File: config.mk
export PLATFORM = sky130hd
export DESIGN_NAME = clk_div_monitor
export DESIGN_NICKNAME = d
export VERILOG_FILES = /design/src/rtl/clk_mon_pkg.sv /design/src/rtl/clk_period_checker.sv /design/src/rtl/clk_div_monitor.sv
export SDC_FILE = /design/constraint.sdc
export NUM_CORES = 1
export LEC_CHECK = 0
export ABC_AREA = 1
export CAP_MARGIN = 0
export CORE_MARGIN = 4
export CORE_UTILIZATION = 60
export CTS_BUF_LIST = sky130_fd_sc_hd__clkbuf_8
export DETAILED_ROUTE_END_ITERATION = 7
export MAX_ROUTING_LAYER = met4
export PLACE_DENSITY = 0.82
export SETUP_SLACK_MARGIN = 0.5
export SKIP_CTS_REPAIR_TIMING = 1
export SLEW_MARGIN = 10
export SYNTH_ARGS = -nofsm -noshare
export SYNTH_HDL_FRONTEND = slang
export SYNTH_SLANG_ARGS = --single-unit
File: constraint.sdc
create_clock -name clk16f -period 1.8 [get_ports clk16f]
set_input_delay 0.27 -clock clk16f [delete_from_list [all_inputs] [get_ports clk16f]]
set_output_delay 0.27 -clock clk16f [all_outputs]
set_load 0.1 [all_outputs]
File: src/rtl/clk_mon_pkg.sv
// Shared types and defaults for the divided-clock monitor.
package clk_mon_pkg;

  typedef enum logic [1:0] {
    ACQ    = 2'd0,
    TRACK  = 2'd1,
    LOCKED = 2'd2
  } ch_state_t;

  localparam int CH_4F = 0;
  localparam int CH_2F = 1;
  localparam int CH_F  = 2;

  localparam int HALF_4F_DEF    = 2;
  localparam int HALF_2F_DEF    = 4;
  localparam int HALF_F_DEF     = 8;
  localparam int LOCK_COUNT_DEF = 4;
  localparam int TIMEOUT_DEF    = 12;
  localparam int ERR_CNT_W_DEF  = 8;

endpackage

File: src/rtl/clk_period_checker.sv
// One divided-clock channel: edge detect, half-period counter and ACQ/TRACK/LOCKED tracking.
module clk_period_checker
  import clk_mon_pkg::*;
#(
  parameter int HALF       = HALF_4F_DEF,
  parameter int LOCK_COUNT = LOCK_COUNT_DEF,
  parameter int TIMEOUT    = TIMEOUT_DEF
) (
  input  logic clk16f,
  input  logic reset,
  input  logic x_in,
  output logic edge_det,
  output logic locked,
  output logic fault
);

  localparam int CNT_W = $clog2(TIMEOUT + 1);
  localparam int RUN_W = 4;

  logic             x_q_r;
  logic [CNT_W-1:0] cnt_r;
  logic [RUN_W-1:0] run_r;
  logic [RUN_W-1:0] run_nx_s;
  ch_state_t        state_r;
  ch_state_t        state_nx_s;
  logic             locked_r;
  logic             good_s;
  logic             timeout_s;
  logic             fault_s;

  // Sample register resets to the divider's reset level so release is not seen as an edge.
  assign edge_det  = x_in ^ x_q_r;
  assign good_s    = edge_det && (cnt_r == CNT_W'(HALF));
  assign timeout_s = (cnt_r == CNT_W'(TIMEOUT));

  always_ff @(posedge clk16f) begin
    if (reset) begin
      x_q_r <= 1'b1;
      cnt_r <= '0;
    end else begin
      x_q_r <= x_in;
      if (edge_det) begin
        cnt_r <= CNT_W'(1);
      end else if (!timeout_s) begin
        cnt_r <= cnt_r + CNT_W'(1);
      end else begin
        cnt_r <= cnt_r;
      end
    end
  end

  // State register; the lock bit is registered from the next state.
  always_ff @(posedge clk16f) begin
    if (reset) begin
      state_r  <= ACQ;
      run_r    <= '0;
      locked_r <= 1'b0;
    end else begin
      state_r  <= state_nx_s;
      run_r    <= run_nx_s;
      locked_r <= (state_nx_s == LOCKED);
    end
  end

  always_comb begin
    state_nx_s = state_r;
    run_nx_s   = run_r;
    case (state_r)
      ACQ: begin
        run_nx_s = '0;
        if (edge_det) begin
          state_nx_s = TRACK;
        end else begin
          state_nx_s = ACQ;
        end
      end
      TRACK: begin
        if (good_s) begin
          if (run_r == RUN_W'(LOCK_COUNT - 1)) begin
            state_nx_s = LOCKED;
            run_nx_s   = '0;
          end else begin
            run_nx_s = run_r + RUN_W'(1);
          end
        end else if (edge_det || timeout_s) begin
          run_nx_s = '0;
        end else begin
          run_nx_s = run_r;
        end
      end
      LOCKED: begin
        if ((edge_det && !good_s) || timeout_s) begin
          state_nx_s = ACQ;
          run_nx_s   = '0;
        end else begin
          state_nx_s = LOCKED;
        end
      end
      default: begin
        state_nx_s = ACQ;
        run_nx_s   = '0;
      end
    endcase
  end

  // A held or acquiring clock is never a fault; only losing an established lock is.
  always_comb begin
    fault_s = 1'b0;
    if (state_r == LOCKED) begin
      fault_s = (edge_det && !good_s) || timeout_s;
    end else begin
      fault_s = 1'b0;
    end
  end

  assign locked = locked_r;
  assign fault  = fault_s;

endmodule

File: src/rtl/clk_div_monitor.sv
// Divided-clock monitor: per-channel period/lock checking, phase check, fault count.
// Phase coincidence check is built only when CLK_MON_PHASE_CHECK_EN is defined.
module clk_div_monitor
  import clk_mon_pkg::*;
#(
  parameter int LOCK_COUNT = LOCK_COUNT_DEF,
  parameter int TIMEOUT    = TIMEOUT_DEF,
  parameter int ERR_CNT_W  = ERR_CNT_W_DEF,
  parameter int HALF_4F    = HALF_4F_DEF,
  parameter int HALF_2F    = HALF_2F_DEF,
  parameter int HALF_F     = HALF_F_DEF
) (
  input  logic                 clk16f,
  input  logic                 reset,
  input  logic                 clk4f_in,
  input  logic                 clk2f_in,
  input  logic                 clkf_in,
  output logic [2:0]           lock_vec,
  output logic                 lock,
  output logic                 err_pulse,
  output logic [ERR_CNT_W-1:0] err_count,
  output logic                 phase_err
);

  logic [2:0]           edge_s;
  logic [2:0]           locked_s;
  logic [2:0]           fault_s;
  logic                 phase_viol_s;
  logic                 fault_any_s;
  logic                 lock_r;
  logic                 err_pulse_r;
  logic [ERR_CNT_W-1:0] err_count_r;

  clk_period_checker #(.HALF(HALF_4F), .LOCK_COUNT(LOCK_COUNT), .TIMEOUT(TIMEOUT)) u_chk_4f (
    .clk16f(clk16f), .reset(reset), .x_in(clk4f_in),
    .edge_det(edge_s[CH_4F]), .locked(locked_s[CH_4F]), .fault(fault_s[CH_4F])
  );

  clk_period_checker #(.HALF(HALF_2F), .LOCK_COUNT(LOCK_COUNT), .TIMEOUT(TIMEOUT)) u_chk_2f (
    .clk16f(clk16f), .reset(reset), .x_in(clk2f_in),
    .edge_det(edge_s[CH_2F]), .locked(locked_s[CH_2F]), .fault(fault_s[CH_2F])
  );

  clk_period_checker #(.HALF(HALF_F), .LOCK_COUNT(LOCK_COUNT), .TIMEOUT(TIMEOUT)) u_chk_f (
    .clk16f(clk16f), .reset(reset), .x_in(clkf_in),
    .edge_det(edge_s[CH_F]), .locked(locked_s[CH_F]), .fault(fault_s[CH_F])
  );

`ifdef CLK_MON_PHASE_CHECK_EN
  logic phase_err_r;

  // Slower edges must land on faster edges; only meaningful once every channel is locked.
  always_comb begin
    phase_viol_s = 1'b0;
    if (&locked_s) begin
      phase_viol_s = (edge_s[CH_F] && !(edge_s[CH_2F] && edge_s[CH_4F])) ||
                     (edge_s[CH_2F] && !edge_s[CH_4F]);
    end else begin
      phase_viol_s = 1'b0;
    end
  end

  always_ff @(posedge clk16f) begin
    if (reset) begin
      phase_err_r <= 1'b0;
    end else begin
      phase_err_r <= phase_viol_s;
    end
  end

  assign phase_err = phase_err_r;
`else
  logic unused_edges_s;

  assign unused_edges_s = ^edge_s;
  assign phase_viol_s   = 1'b0;
  assign phase_err      = 1'b0;
`endif

  // Coincident faults from several sources merge into a single count step.
  assign fault_any_s = (|fault_s) || phase_viol_s;

  always_ff @(posedge clk16f) begin
    if (reset) begin
      err_pulse_r <= 1'b0;
      err_count_r <= '0;
      lock_r      <= 1'b0;
    end else begin
      err_pulse_r <= fault_any_s;
      lock_r      <= &locked_s;
      if (fault_any_s && !(&err_count_r)) begin
        err_count_r <= err_count_r + ERR_CNT_W'(1);
      end else begin
        err_count_r <= err_count_r;
      end
    end
  end

  assign lock_vec  = locked_s;
  assign lock      = lock_r;
  assign err_pulse = err_pulse_r;
  assign err_count = err_count_r;

endmodule

==> summary.md <==
| Metric | Value |
|---|---|
| Status | completed |
| Crit path kind | flip-flop to flip-flop |
| CTS tree | yes |
| Share of layout cells above drive strength 1 | around a third |
| Detailed Route Iter0 Violations | ~170 |
| Htree depth | 2 |
| Fin. Hold Viols | 0 |
| ANT nets after route | 0 |
| # clock sinks | 46 |
| Vias per cell | 5.45 |
| Period utilisation layout | 80.1% |
| GRT Total Usage | 18.8% |
| Synth cell types | 26 |
| Core ar. | 0.00369 sq mm |
| GRT overflow | 0 |
| Top sig layer | met4 |
| Cell Area, Synth | 0.00232 sq mm |
| R2R setup slack | 0.36 ns |
| CTS buffer count | 5 |
| Ant diodes | 0 |
| Min cycle time layout | approximately 1.4 ns |
| Hpwl dp | 3170 um |
| Synth Register Bits | 46 |
| Max_cap viols | 0 |
| Initial Utilization | 62.8% |
| Clock Skews | 0.00927 ns |
| Lkg Pwr | around 1.4 nW |
| Die X | 70.1 um |
| Clk slew on worst S/H paths | 0.08 ns |
| Die height | around 70 um |
| Global-route wire length before repair | 7480 um |
| Met2 routed wirelength | roughly 2700 um |
| Cells after Synth | approximately 320 |
| WP data required | 2.02 ns |
| Mean Syn Cell Area | 7.36 sq um |
| Met1 WL | between 2000 and 2500 um |
| Area Overhead vs Synth | 32.5% |
| GP Congestion | 0.886 |
| IO Port Bufs | 17 |
| Number of global-route vias before repair | 1801 |
| Final-stage net count | approximately 360 |
| FMAX | 0.693 GHz |
| Drt wl/cell | 13.6 um |
| Post-synth ARST share | 0% |
| EDFF count, synth | 0 |
| Setup TNS | 0 ns |
| DR pass1 iterations | 4 |
| Worst setup EP type | flip-flop |
| Detailed-routed wire length on met3 | ~250 um |
| Peak supply drop | 0.596 mV |
| Commonest non-fill, non-tap cell in the layout | nand2_1 |
| Ys flop type | dfxtp_1 |
| Clk_lat worst skew | 0.30 ns |
| Pin count of the biggest net entering global routing | 18 |
| RSZ-0062 raised after global routing | yes |
| Layout Utilization | 83.2% |
| I/O pin total | 19 |
| # DRC | 0 |
| Most frequent cells in the layout | 46 x nand2_1, 41 x inv_1, 30 x dfxtp_1, 25 x a21oi_1, 22 x nor2_1 |
| Initial antenna violation count | 0 |
| # setup viols final | 0 |
| HP Class | primary input to flip-flop |
| Max Root-Sink Buffers | 2 |
| Clock Tree Root | clkbuf_8 |
| # rows | 22 |
| Routed vias | 2125 |
| Critical Path AT | 1.67 ns |
| Die area | 0.00492 sq mm |
| Ys Warns | 0 |
| Syn Nets | about 330 |
| Routed WL | around 5300 um |
| Slew Limit Fails | 0 |
| Power Dens Cells | 622 mW/mm^2 |
| CP max FO | 5 |
| Register area share after synthesis | 39.7% |
| Startpoint types | flip-flop |
-- critical path, stage by stage, from the launching register on --
cell and delay (ns):
dfxtp_4 0.37, inv_2 0.07, ha_2 0.18, nand2_2 0.08, nand2_2 0.10, nand2_2 0.06, nand2_4 0.11, nand3_4 0.13
nand3_2 0.08, nand2_1 0.05, nor2_1 0.13
-- report_power, final --
group	total (W)	switching [W]	internal (W)	leakage, nW
clock	0.000657	0.000347	0.000310	0.0515
sequential	0.00105	0.0000197	0.00103	0.384
combinational	0.000207	0.000130	0.0000768	0.917
total	0.00191	0.000497	0.00141	1.35
-- logic make-up (layout without fill, tap and decap cells) --
| family | count (synthesis) | in the layout | synth area share [%] |
|---|---|---|---|
| simple gates | 136 | 138 | 26.7 |
| buf+inv | 57 | 82 | 10.4 |
| compound gates | 51 | 51 | 12.2 |
| flops | 46 | 46 | 39.7 |
| xor+xnor | 13 | 13 | 4.91 |
| fa+ha+maj | 11 | 11 | 5.94 |
| other cells | 1 | 1 | 0.162 |
-- metrics by stage --
step	area (sq um)	setup slack (ns)	total power (W)	cells	hold WS, ns
5_1_grt	3070	0.246	0.00199	390	0.258
2_1_floorplan	2420	0.388	0.00118	315	0.366
3_3_place_gp	2620	0.117	0.00121	374	0.448
4_1_cts	2720	0.255	0.00187	382	0.466
3_5_place_dp	2620	0.0411	0.00122	374	0.454
6_report	3070	0.358	0.00191	390	0.215
-- Yosys cell counts, types with 3 or more instances --
master,count,area (sq um)
o21ai_0,11,55.1
nor3_1,5,25.0
a21oi_1,34,170
nand3_1,25,125
xnor2_1,5,43.8
clkbuf_1,3,11.3
nand4_1,4,25.0
nor2_1,29,109
nand3b_1,4,30.0
buf_4,5,37.5
nand2_2,4,25.0
xor2_1,8,70.1
inv_1,48,180
nand2_1,60,225
ha_1,11,138
dfxtp_1,46,921
-- state kept, by name, indices dropped and copies added (netlist names) --
name and cells:
err_count 8, u_chk_2f.cnt_r 4, u_chk_2f.run_r 4, u_chk_4f.cnt_r 4, u_chk_4f.run_r 4, u_chk_f.cnt_r 4
u_chk_f.run_r 4, u_chk_2f.state_r 2, u_chk_4f.state_r 2, u_chk_f.state_r 2, err_pulse 1, lock 1
u_chk_2f.locked 1, u_chk_2f.x_q_r 1, u_chk_4f.locked 1, u_chk_4f.x_q_r 1, u_chk_f.locked 1, u_chk_f.x_q_r 1
-- path summary, 6_finish.rpt --
path | to | cells past startpoint | startpoint
worst max-delay path | err_count[4]$_SDFFE_PP0P_ | 10 | u_chk_4f.cnt_r[0]$_SDFFE_PP0P_
worst min-delay path | u_chk_4f.x_q_r$_SDFF_PP1_ | 3 | clk4f_in
worst max register to register | err_count[4]$_SDFFE_PP0P_ | 10 | u_chk_4f.cnt_r[0]$_SDFFE_PP0P_
worst min register to register | lock$_SDFF_PP0_ | 2 | u_chk_f.locked$_SDFF_PP0_
-- per-layer routing --
metal	vias to the layer above	track usage [%]
met5	-	-
met4	0	8.09
met3	8	3.74
met2	54	31.0
met1	999	22.3
li1	1064	-
-- area by class of cell --
cell class	count	area (sq um)
multi-input combinational	214	1520
sequential	46	966
fill	207	619
timing repair buffer	26	245
inverter	48	183
clock buffer	6	82.6
tap	48	60.1
clock inverter	2	11.3
Power figures use the tool's default switching activity.
==> patch 1: new RTL, config.mk and constraints unchanged <==
Put one more register stage on the output `err_count`. The value now appears one clock later. The other outputs are not delayed to match.
--- a/src/rtl/clk_div_monitor.sv
+++ b/src/rtl/clk_div_monitor.sv
@@ -100,5 +100,7 @@
   assign lock      = lock_r;
   assign err_pulse = err_pulse_r;
-  assign err_count = err_count_r;
+  always_ff @(posedge clk16f) begin
+    err_count <= err_count_r;
+  end
 
 endmodule
Formal check against the unedited RTL: no difference found for any inputs over 10 cycles, from zero or initial values and one cycle with reset high; that may be too few to reach the edited logic, so the function may still have changed.
==> patch 1 against the original RTL <==
Cell area grew 6.6%; area after synthesis increased by 6.7%; total power up 24%; utilization shrank 1.4 points; hold slack worse by 0.0084 ns; wire length grew 12%; final cell count increased by 2.3%; sequential cell count up 8; setup slack improved by 0.0088 ns; synthesized cell count up 0.63%; largest cell class unchanged.
==> patch 1: results (changes against the original RTL) <==
* Seq/Total Area, Yosys at 43.7% (was 39.7%)
* Sw power at 0.597 mW (was 0.497 mW)
* Worst-path clk slew at 0.10 ns (was 0.08 ns)
* GRT Util Overall at 19.3% (was 18.8%)
* Top area cells in the synthesized netlist: dfxtp_1 (44%), nand2_1 (9.4%), a21oi_1 (7.1%), nand3_1 (5.9%), inv_1 (5.6%) (was dfxtp_1 (40%), nand2_1 (9.7%), inv_1 (7.8%), a21oi_1 (7.3%), ha_1 (5.9%))
* CP max FO at 4 (was 5)
* Slowest cell on crit path: dfxtp_2 (was dfxtp_4)
* Unique masters post-synth at 29 (was 26)
* M2 GR Usage at 31.7% (was 31.0%)
* Share of post-route cells with drive strength above 1 at 37.8% (was 33.6%)
* VDD IR max at 0.572 mV (was 0.596 mV)
* Clk Latency, worst-skew pair at 0.32 ns (was 0.30 ns)
* Critical path arrival at 1.69 ns (was 1.67 ns)
* Status: finished clean (unchanged)
* Commonest cells post-synth: nand2_1 (62), dfxtp_1 (54), inv_1 (37), a21oi_1 (35), nand3_1 (29) (was nand2_1 (60), inv_1 (48), dfxtp_1 (46), a21oi_1 (34), nor2_1 (29))
* Global Route met1 Usage at 23.2% (was 22.3%)
* Number of DRC markers in iteration 0 at 200 (was 174)
* Largest net degree at the start of global routing at 19 (was 18)
* Met1 wire length at 2490 um (was 2240 um)
* Synthesized Nets at 333 (was 331)
* Vias in the first global route at 1,875 (was 1,801)
* Clock power frac at 37.4% (was 34.4%)
* Met2 WL post-DR at 3060 um (was 2730 um)
* Asr flop ratio synth at 0% (unchanged)
* GR Layer Usage met3 at 4.85% (was 3.74%)
* Via density per instance at 5.56 (was 5.45)
* First-pass GRT wire length at 7910 um (was 7480 um)
* Wire per inst at 14.9 um (was 13.6 um)
* Clock Skews at 0.00991 ns (was 0.00927 ns)
## patch 1: changes by cell type in the layout (fill, tap and decap cells not counted), sizes merged, moves of 2 or more
| cell | unedited run | this run |
|---|---|---|
| o31ai | 3 | 0 |
| dfxtp | 46 | 54 |
| nor2 | 30 | 27 |
| nand3b | 4 | 2 |
| o21ai | 11 | 9 |
| nand3 | 28 | 39 |
| a211oi | 0 | 3 |
| inv | 49 | 40 |
| buf | 22 | 26 |
## patch 1: tightest hold or removal path, cell delays in order
cell and delay (ns):
dlymetal6s2s_1 0.13, inv_2 0.05, nand2_1 0.04
## patch 1: metrics by stage
stage,std cells,cell area [um^2],worst slack [ns],utilization (%)
after floorplan,317,2550,0.460,-
after global placement,380,2720,0.129,68.0
after detailed placement,380,2720,0.113,68.0
after CTS,388,2840,0.275,71.0
after global routing,399,3270,0.295,81.8
final,399,3270,0.367,81.8
## patch 1: cells by family after synthesis
family	share of synthesized area, %
simple gates	27.3
flops	43.7
compound gates	10.9
buf+inv	8.50
xor+xnor	3.90
fa+ha+maj	5.57
other cells	0.152
## patch 1: cell type report
class,instances,area [um^2]
Tap cell,50,62.6
Clock buffer,6,82.6
Sequential cell,54,1100
Clock inverter,2,38.8
Fill cell,221,729
Inverter,40,155
Timing Repair Buffer,30,245
Multi-Input combinational cell,217,1580
## patch 1: worst paths after layout
check | to | depth (start not counted) | slack [ns] | startpoint
hold reg to reg | err_count[4] | 0 | 0.39 | err_count_r[4]
setup / recovery | u_chk_4f.run_r[1] | 10 | 0.37 | u_chk_4f.cnt_r[0]
hold / removal | u_chk_f.x_q_r | 3 | 0.21 | clkf_in
setup reg to reg | u_chk_4f.run_r[1] | 10 | 0.37 | u_chk_4f.cnt_r[0]
==> patch 2: new RTL, config.mk and constraints unchanged <==
Without the edit above. Build with the macro `CLK_MON_PHASE_CHECK_EN` defined.
--- a/src/rtl/clk_div_monitor.sv
+++ b/src/rtl/clk_div_monitor.sv
@@ -1,4 +1,6 @@
 // Divided-clock monitor: per-channel period/lock checking, phase check, fault count.
 // Phase coincidence check is built only when CLK_MON_PHASE_CHECK_EN is defined.
+`define CLK_MON_PHASE_CHECK_EN
+
 module clk_div_monitor
   import clk_mon_pkg::*;
Formal check against the unedited RTL: no difference found for any inputs over 10 cycles, from zero or initial values and one cycle with reset high; that may be too few to reach the edited logic, so the function may still have changed.
==> patch 2 against the original RTL <==
Die area rose by 2.9%; highest routed layer unchanged; wire length up 15%; combinational power is 9% higher; largest power group unchanged; area after synthesis grew 3.2%; hold slack improved by 0.032 ns; utilization increased by 3.1 points; sequential cell count increased by 1; setup slack worse by 0.16 ns; total power decreased by 0.50%; synthesized cell count grew 1.9%; cell area increased by 5.2%; first-iteration DRC count fell by 44%.
==> patch 2: results (changes against the original RTL) <==
* Synth Area in Compound Gates at 11.3% (was 12.2%)
* Commonest cells post-synth: nand2_1 (60), dfxtp_1 (47), inv_1 (37), nor2_1 (37), a21oi_1 (28) (was nand2_1 (60), inv_1 (48), dfxtp_1 (46), a21oi_1 (34), nor2_1 (29))
* Worst-path clk slew at 0.09 ns
* Largest net degree at the start of global routing at 26 (was 18)
* Status: finished clean (unchanged)
* Comb pwr share at 11.8% (was 10.8%)
* Port Buf Inserts at 18 (was 17)
* VDD IR max at 0.516 mV (was 0.596 mV)
* Vias at 2,284 (was 2,125)
* Critical path arrival at 1.78 ns (was 1.67 ns)
* FF-to-FF End: err_count[1] (was err_count[4])
* Synthesized Nets at 337 (was 331)
* Dpl hpwl at 3300 um (was 3170 um)
* Worst Reg2Reg Path Length in Cells at 11 (was 10)
* Top area cells in the synthesized netlist: dfxtp_1 (39%), nand2_1 (9.4%), a21oi_1 (5.9%), inv_1 (5.8%), nor2_1 (5.8%) (was dfxtp_1 (40%), nand2_1 (9.7%), inv_1 (7.8%), a21oi_1 (7.3%), ha_1 (5.9%))
* Seq/Total Area, Yosys at 39.3% (was 39.7%)
* Post-place setup slack at -0.00356 ns (was 0.0411 ns)
* Sw power at 0.493 mW (was 0.497 mW)
* Clk. pwr at 0.597 mW (was 0.657 mW)
* Wire per inst at 15.0 um (was 13.6 um)
* Vias in the first global route at 1,951 (was 1,801)
* Clock power frac at 31.4% (was 34.4%)
* CP max FO at 6 (was 5)
* Worst Hold Path EP: u_chk_f.x_q_r (was u_chk_4f.x_q_r)
* XOR/XNOR share of the synthesized area at 4.39% (was 4.91%)
* Number of DRC markers in iteration 0 at 98 (was 174)
* Max incr delay on CP at 0.40 ns (was 0.37 ns)
* Clock Skews at 0.0111 ns (was 0.00927 ns)
* Dpl cell area at 2660 um^2 (was 2620 um^2)
* Share of post-route cells with drive strength above 1 at 40.3% (was 33.6%)
* Hold Crit Start: clkf_in (was clk4f_in)
* Pleak at 1.41 nW (was 1.35 nW)
* Synthesized-area fraction occupied by adder cells at 5.75% (was 5.94%)
* Final Wtd Congestion at 0.779 (was 0.886)
## patch 2: changes by cell type in the layout (fill, tap and decap cells not counted), moves of 6 or more
cell     change
nand3_2      +6
buf_4        +9
nor2_1       +8
inv_1       -10
nand2_2     +10
a21oi_1      -7
## patch 2: per-stage QoR
stage	setup TNS, ns	hold slack [ns]	cells	utilization (%)
finish	0	0.247	408	86.3
global placement	0	0.471	382	71.1
CTS	0	0.491	390	73.2
global route	0	0.277	408	86.3
floorplan	0	0.358	321	-
detailed placement	-0.00356	0.479	382	71.1
## patch 2: cells by family (layout without fill, tap and decap cells)
logic type / after synthesis / after routing
AO/OA/AOI/OAI: 49 / 49
XOR/XNOR: 12 / 12
adder cells (fa/ha/maj): 11 / 11
buffers and inverters: 51 / 89
flip-flops: 47 / 47
AND/OR/NAND/NOR: 151 / 152
## patch 2: area by class of cell
cell class / count / area [um^2] / share of cell area (%)
tap: 48 / 60.1 / 1.86
multi-input combinational: 224 / 1580 / 48.9
clock buffer: 5 / 68.8 / 2.13
timing repair buffer: 38 / 358 / 11.1
sequential: 47 / 972 / 30.1
clock inverter: 3 / 12.5 / 0.387
inverter: 43 / 179 / 5.54
## patch 2: worst max-delay path by stage
stage | start | to | slack, ns
2_1_floorplan | err_count[0] | err_count[4] | 0.14
3_3_place_gp | clk2f_in | err_count[4] | 0.02
3_5_place_dp | clk2f_in | err_count[7] | -0.004
4_1_cts | u_chk_4f.cnt_r[0] | err_count[0] | 0.19
5_1_grt | err_count[0] | err_count[1] | 0.12
6_report | err_count[0] | err_count[1] | 0.20
## patch 2: metal layers
layer | vias up | global-route usage [%] | wire (um)
met2 | 68 | 32.8 | 3250
met4 | 0 | 5.43 | 100
met1 | 1090 | 21.2 | 2500
met5 | - | - | 0
met3 | 14 | 4.40 | 266
li1 | 1112 | - | -
